<file path="config.mk">
export PLATFORM = sky130hd
export DESIGN_NAME = interrupt_controller
export DESIGN_NICKNAME = d
export VERILOG_FILES = /design/src/rtl/interrupt_controller.sv
export SDC_FILE = /design/constraint.sdc
export NUM_CORES = 1
export LEC_CHECK = 0
export CORE_MARGIN = 2
export CORE_UTILIZATION = 54
export CTS_BUF_LIST = sky130_fd_sc_hd__clkbuf_4 sky130_fd_sc_hd__clkbuf_8
export DETAILED_ROUTE_END_ITERATION = 6
export MAX_ROUTING_LAYER = met4
export PLACE_DENSITY = 0.84
export SLEW_MARGIN = 40
export SYNTH_ARGS = -nofsm -noshare
export SYNTH_HDL_FRONTEND = slang
export SYNTH_SLANG_ARGS = --single-unit
</file>
<file path="constraint.sdc">
create_clock -name clk -period 4.4 [get_ports clk]
set_clock_uncertainty 0.2 [all_clocks]
set_input_delay 0.88 -clock clk [delete_from_list [all_inputs] [get_ports clk]]
set_output_delay 0.88 -clock clk [all_outputs]
set_load 0.01 [all_outputs]
</file>
<file path="src/rtl/interrupt_controller.sv">
// interrupt_controller: edge-triggered, fixed-priority interrupt controller with CPU acknowledge handshake
//   clk, rst        clock; asynchronous active-high reset
//   irqLines        raw interrupt sources, rising-edge sensitive
//   turnOffIRQ      CPU acknowledge of the presented interrupt
//   irq             interrupt request to CPU
//   intAddr         handler address (base + index*4)
//   intData         index of presented source, zero-extended
//   cfgWE, cfgAddr, cfgData, cfgRead
//                   config port: 0 mask, 1 base low, 2 base high, 3 pending (write-1-to-clear)
module interrupt_controller #(
    parameter int M = 16,
    parameter int N = 32,
    parameter int NUM_IRQ = 8
) (
    input  logic               clk,
    input  logic               rst,
    input  logic [NUM_IRQ-1:0] irqLines,
    input  logic               turnOffIRQ,
    output logic               irq,
    output logic [N-1:0]       intAddr,
    output logic [M-1:0]       intData,
    input  logic               cfgWE,
    input  logic [1:0]         cfgAddr,
    input  logic [M-1:0]       cfgData,
    output logic [M-1:0]       cfgRead
);
    localparam int IW = NUM_IRQ > 1 ? $clog2(NUM_IRQ) : 1;

    typedef enum logic [1:0] {IDLE, REQ, HOLD} stateT;

    stateT              state;
    logic [NUM_IRQ-1:0] mask, pending, irqPrev, edges, candidates, ackClr, wrClr;
    logic [15:0]        baseLo, baseHi, wrData;
    logic               armed;
    logic [IW-1:0]      selIdx, latIdx;
    logic [N-1:0]       vecAddr;

    // armed stays low for the first cycle after reset so a line already high
    // during reset is not mistaken for a fresh edge
    assign edges      = armed ? irqLines & ~irqPrev : '0;
    assign candidates = pending & mask;
    assign wrData     = 16'(cfgData);
    assign wrClr      = (cfgWE && cfgAddr == 2'd3) ? cfgData[NUM_IRQ-1:0] : '0;
    assign ackClr     = (state == REQ && turnOffIRQ) ? NUM_IRQ'(1) << latIdx : '0;
    assign vecAddr    = N'({baseHi, baseLo}) + N'({selIdx, 2'b00});

    // scan from the top so the lowest set candidate is the last assignment
    always_comb begin
        selIdx = '0;
        for (int i = NUM_IRQ - 1; i >= 0; i--)
            if (candidates[i]) selIdx = IW'(i);
    end

    always_ff @(posedge clk or posedge rst) begin
        if (rst) begin
            mask    <= '0;
            baseLo  <= '0;
            baseHi  <= '0;
            pending <= '0;
            irqPrev <= '0;
            armed   <= 1'b0;
            cfgRead <= '0;
        end else begin
            irqPrev <= irqLines;
            armed   <= 1'b1;
            // a new edge beats any clear on the same bit
            pending <= (pending & ~(wrClr | ackClr)) | edges;
            if (cfgWE && cfgAddr == 2'd0) mask <= cfgData[NUM_IRQ-1:0];
            if (cfgWE && cfgAddr == 2'd1) baseLo <= wrData;
            if (cfgWE && cfgAddr == 2'd2) baseHi <= wrData;
            cfgRead <= cfgAddr == 2'd0 ? M'(mask) :
                       cfgAddr == 2'd1 ? M'(baseLo) :
                       cfgAddr == 2'd2 ? M'(baseHi) : M'(pending);
        end
    end

    // outputs latch on REQ entry and are frozen until the acknowledge
    always_ff @(posedge clk or posedge rst) begin
        if (rst) begin
            state   <= IDLE;
            irq     <= 1'b0;
            intAddr <= '0;
            intData <= '0;
            latIdx  <= '0;
        end else begin
            case (state)
                IDLE: if (|candidates) begin
                    state   <= REQ;
                    irq     <= 1'b1;
                    intAddr <= vecAddr;
                    intData <= M'(selIdx);
                    latIdx  <= selIdx;
                end
                REQ: if (turnOffIRQ) begin
                    state <= HOLD;
                    irq   <= 1'b0;
                end
                default: state <= IDLE;
            endcase
        end
    end
endmodule

</file>
**Yosys cells after proc, flatten, opt, wreduce, memory -nomap -nowiden**

Cells that the tools add are included.

- Register bits: 111
- Input bits: 30
- Output and inout port bits: 65
- Logic and storage cells: 58

- Add/sub/neg operators: 1
- Equality and inequality tests: 6
- Shifts and indexed selects: 1
- Multiplexer cells: 20
- Bitwise gates (word level): 7
- Reduce and logical (&&, ||, !) cells: 12

Operators by type and width:

| kind | number |
|---|---|
| 16-bit two-way mux | 3 |
| 32-bit by 5-bit adder with 32-bit output | 1 |
| 8-bit bitwise AND | 3 |
| 3-bit two-way mux | 8 |
| 8-bit two-way mux | 3 |
| 8-bit NOT | 2 |
| 8-bit OR | 2 |
| 8-bit OR reduction | 1 |
| 1-bit by 3-bit << shifter with 8-bit output, first input constant | 1 |
| 1-bit logical AND | 5 |
| 2-bit by 1-bit equality test with 1-bit output, second input constant | 2 |
| 2-bit equality test, second input constant | 2 |
| 2-bit zero test | 2 |
| 2-bit two-way mux | 2 |
| 2-bit != test, second input constant | 2 |
| 2-bit case mux with 2 select lines | 1 |
| 2-bit AND reduction | 2 |
| 3-bit AND reduction | 1 |
| 1-bit two-way mux | 2 |
| 1-bit case mux with 2 select lines | 1 |
| 2-bit nonzero test | 1 |

**Logic depth before layout (Yosys ltp)**

- Depth in word-level cells: 10
- Gate-level depth with buffers: 13
- Mapped depth without buffers: 12

**Least setup slack after synthesis**

OpenSTA, ideal clock, no wires.

- Path type: reg-to-reg
- Start: register mask[6]
- End: register intAddr[26]
- Library setup time: 0.134 ns
- Data arrival time: 2.464 ns
- Data required time: 4.066 ns
- Slack: 1.602 ns
- Cell stages (with the launch flop): 14
- Path buffers: 1
- Clock period less this slack: 2.798 ns
- Cell sequence: dfrtp_1 -> nand2_1 -> a32o_1 -> a22oi_1 -> o21ai_0 -> ha_1 -> inv_1 -> fa_1 -> nor2b_1 -> o21ai_0 -> clkbuf_1 -> nor4_1 -> xnor2_1 -> o21ai_0

- Cells in the longest elaborated chain, start to end: 9
- Elaborated cells on any way between the ends: 11
- Those cells by class: add/sub: 1; mux: 7; bitwise: 1; reduce/logical: 2

RTL lines:

| item | line | RTL |
|---|---|---|
| start: declaration | 32 | `logic [NUM_IRQ-1:0] mask, pending, irqPrev, edges, candidates, ackClr, wrClr;` |
| start signal: assignment | 68 | `if (cfgWE && cfgAddr == 2'd0) mask <= cfgData[NUM_IRQ-1:0];` |
| 8-bit bitwise AND | 41 | `assign candidates = pending & mask;` |
| 3-bit two-way mux (7 in a row) | 51 | `if (candidates[i]) selIdx = IW'(i);` |
| via selIdx[0] | 35 | `logic [IW-1:0] selIdx, latIdx;` |
| 32-bit by 5-bit adder with 32-bit output | 45 | `assign vecAddr = N'({baseHi, baseLo}) + N'({selIdx, 2'b00});` |
| end signal: assignment | 90 | `intAddr <= vecAddr;` |
| end: declaration | 20 | `output logic [N-1:0] intAddr,` |

The timed path passes the listed nets, and every way through them passes these cells.
A chain may end at the register's enable or synchronous reset.

**Worst setup path in the final report**

- Start: input cfgAddr[1]
- End: register baseHi[3]

- Cells in the longest elaborated chain, start to end: 2

RTL lines:

| item | line | RTL |
|---|---|---|
| start: declaration | 23 | `input logic [1:0] cfgAddr,` |
| 2-bit equality test | 70 | `if (cfgWE && cfgAddr == 2'd2) baseHi <= wrData;` |
| 1-bit logical AND | 70 |  |
| end signal: assignment | 70 |  |
| end: declaration | 33 | `logic [15:0] baseLo, baseHi, wrData;` |

No other way between the ends.

==> impl_metrics.env <==
export IMPL_run_status="complete, no violations"
export IMPL_global_route_usage_met3_pct=3.329
export IMPL_numnets_final=551
export IMPL_ctsLongestPathBuffers=2
export IMPL_timing_final_ws_setup_ps=1171
export IMPL_total_power_mw=3.492
export IMPL_max_slew_margin_rel_pct=52.55
export IMPL_clkSlewWorstSetupHoldPaths_ps=100
export IMPL_routed_via_density=5.798
export IMPL_initial_core_util_pct=55.01
export IMPL_dpl_hpwl_mm=8.290
export IMPL_postSynthAreaPerCell_um2=11.47
export IMPL_criticalPathCategory="in -> reg"
export IMPL_grt_pass1_vias=3374
export IMPL_h_tree_depth=3
export IMPL_maximum_vdd_ir_drop_mv=0.2351
export IMPL_worst_skew_pair_late_latency_ps=380
export IMPL_hold_viol_final=0
export IMPL_number_of_non_filler_instances_in_the_completed_layout=633
export IMPL_synthDominantAreaCellType="dfrtp_1"
export IMPL_insertedDiodeCount=0
export IMPL_tightestPinTransition_ps=710.1
export IMPL_path_max_fanout=16
export IMPL_reg2reg_depth=11
export IMPL_grt_util_all_layers_pct=23.04
export IMPL_worst_path_dominant_cell_family="simple AND/OR/NAND/NOR gates"
export IMPL_final_period_minus_worst_setup_slack_ps=3229
export IMPL_detail_route_first_pass_iterations=5
export IMPL_clock_fmax_ghz=0.3097
export IMPL_die_y_um=100.6
export IMPL_wl_per_cell_um=17.48
export IMPL_detailroute_via_count=3670
export IMPL_grt_max_degree=88
export IMPL_postSynth_asyncResetShare_pct=100.0
export IMPL_area_growth_pct=21.84
export IMPL_dpl_worst_slack_ps=843.3
export IMPL_ys_flop_type="dfrtp_1"
export IMPL_final_max_slew_violation_count=0
export IMPL_gr_usage_met2_pct=34.38
export IMPL_synth_top_area_share_pct=55.17
export IMPL_worstSetupPathDepth=4
export IMPL_drt_antenna_violating_nets=0
export IMPL_cp_num_buf_inv=1
export IMPL_critical_path_startpoint_type="primary input"
export IMPL_layout_cells_sized_above_1_pct=15.33
export IMPL_hold_path_cell_count=1
export IMPL_met1_usage_pct=33.19
export IMPL_total_of_warnings_raised_by_yosys=0
export IMPL_maxcap_viol_count=0
export IMPL_globalplace_congestion=0.9813
export IMPL_fp_row_count=35
export IMPL_cpPeakStageDelay_ps=830
export IMPL_synth_sequential_area_ratio_pct=55.17
export IMPL_worstPathRequired_ps=4460
export IMPL_hold_fix_buffers_at_cts=0
export IMPL_period_share_pct=73.38
export IMPL_timing_final_setup_violations=0
export IMPL_cp_data_arrival_time_ps=3290
export IMPL_cts_sinks=111
export IMPL_drt_initial_drc_count=392
export IMPL_cp_slowest_cell="clkdlybuf4s50_1"
export IMPL_p_per_area_mw_per_mm2=569.3
export IMPL_cts_repair_timing_setup_buffer_count=0
export IMPL_setup_total_negative_slack_ps=0
export IMPL_io_pins=95
export IMPL_yosys_cell_types=44
export IMPL_core_area_mm2=0.009153
export IMPL_grt_pass1_wl_mm=17.22
export IMPL_floorplan_die_width_um=100.6
export IMPL_crit_chain="clkdlybuf4s50_1 > nor2b_1 > nand2_1 > mux2_2"
export IMPL_drt_drc_violations_left=0
export IMPL_crit_path_end_kind="flip-flop"
export IMPL_tritoncts="yes"
export IMPL_drt_wl_total_mm=11.06
export IMPL_overflow=0
export IMPL_p_leak_nw=2.538
export IMPL_cts_repair_resized=0
export IMPL_min_delay_path_class="reg -> reg"
export IMPL_grt_busiest_layer="met2"
export IMPL_grt_antenna_before_repair=0
export IMPL_placed_cells_incl_taps=617
export IMPL_syn_instance_count=439
export IMPL_synthesis_area_mm2=0.005035
export IMPL_placement_io_buffers=81
export IMPL_rsz0062_at_grt="false"
export IMPL_number_of_enable_flip_flop_cells_after_synthesis=0
export IMPL_synth_area_top_cells="dfrtp_1, mux2_2, nand2_1"
export IMPL_die_area_mm2=0.01011
export IMPL_ctsRootBufferMaster="clkbuf_8"
export IMPL_ys_ff_latch=111
export IMPL_hold_worst_slack_ps=232.0
export IMPL_cts_inserted_buffers=9
==> cells in the final DEF, fill, tap and decap left out, types with 6 or more instances in the layout <==
master	n
a22o_1	8
clkbuf_8	10
nor4_1	11
conb_1	14
o21ai_0	33
inv_1	10
xnor2_1	25
nand2_1	74
dfrtp_1	111
nand3b_1	7
nand3_1	8
clkdlybuf4s50_1	81
o211ai_1	6
nor2_1	8
mux2_2	41
mux4_2	8
==> power by group <==
part           switching, mW  internal (mW)  leakage, nW
Clock                  0.361          0.231       0.0956
Sequential             0.273           1.32         1.33
Combinational          0.605          0.700         1.11
Total                   1.24           2.25         2.54
==> layout make-up <==
type,instances,area (um2)
Sequential cell,111,2778
Fill cell,673,3018
Timing Repair Buffer,88,890.9
Clock buffer,10,137.6
Tap cell,111,138.9
Inverter,11,48.80
Multi-Input combinational cell,296,2091
Clock inverter,6,50.05
==> cells in the mapped netlist (2+ instances only) <==
library cell,n
a22o_1,8
a22oi_1,5
and2_1,2
and3_1,3
and4_1,3
buf_1,2
buf_4,14
clkbuf_1,16
conb_1,2
dfrtp_1,111
ha_1,3
inv_1,11
mux2_2,41
mux4_2,8
nand2_1,74
nand2b_1,3
nand3_1,8
nand3_2,2
nand3b_1,7
nand4_1,2
nor2_1,8
nor2b_1,4
nor3_1,4
nor4_1,11
o211ai_1,6
o21ai_0,33
o21ai_1,3
o311ai_0,2
or3_1,4
xnor2_1,25
==> flip-flops by register name, summed over array words and instances, names as in the netlist <==
name and cells:
armed 1, baseHi 16, baseLo 16, cfgRead 16
intAddr 32, intData 3, irq 1, irqPrev 8
mask 8, pending 8, state 2
==> path summary, 6_finish.rpt <==
check | start | to | slack, ps
worst max-delay path | cfgAddr[1] | baseHi[3] | 1170
worst min-delay path | irqPrev[6] | pending[6] | 230
worst min register to register | irqPrev[6] | pending[6] | 230
min in group asynchronous | rst | cfgRead[8] | 760
worst max register to register | pending[7] | intAddr[27] | 1230
max in group asynchronous | rst | intAddr[9] | 2540
==> cell families (layout without fill, tap and decap cells) <==
logic type / count (synthesis) / after routing / synth area share [%]
AOI/OAI and AO/OA: 64 / 64 / 8.151
xor gates and xnor gates: 26 / 26 / 4.523
adders and majority gates: 4 / 4 / 1.143
buffers and inverters: 44 / 115 / 4.349
DFF: 111 / 111 / 55.17
muxes: 49 / 49 / 12.75
other: 2 / 14 / 0.1492
and+or+nand+nor: 139 / 139 / 13.77
==> metrics by stage <==
stage	utilization (%)	cell area [um2]
after floorplan	-	5080
after global placement	64.39	5893
after detailed placement	64.95	5944
after CTS	67.00	6132
after global routing	67.03	6135
final	67.03	6135
==> layer usage <==
layer | share of wire, % | routed length [um]
met3 | 5.6 | 620
met5 | 0 | 0
met1 | 44 | 4910
met4 | 1.7 | 186
met2 | 48 | 5345
Power figures use the tool's default switching activity.
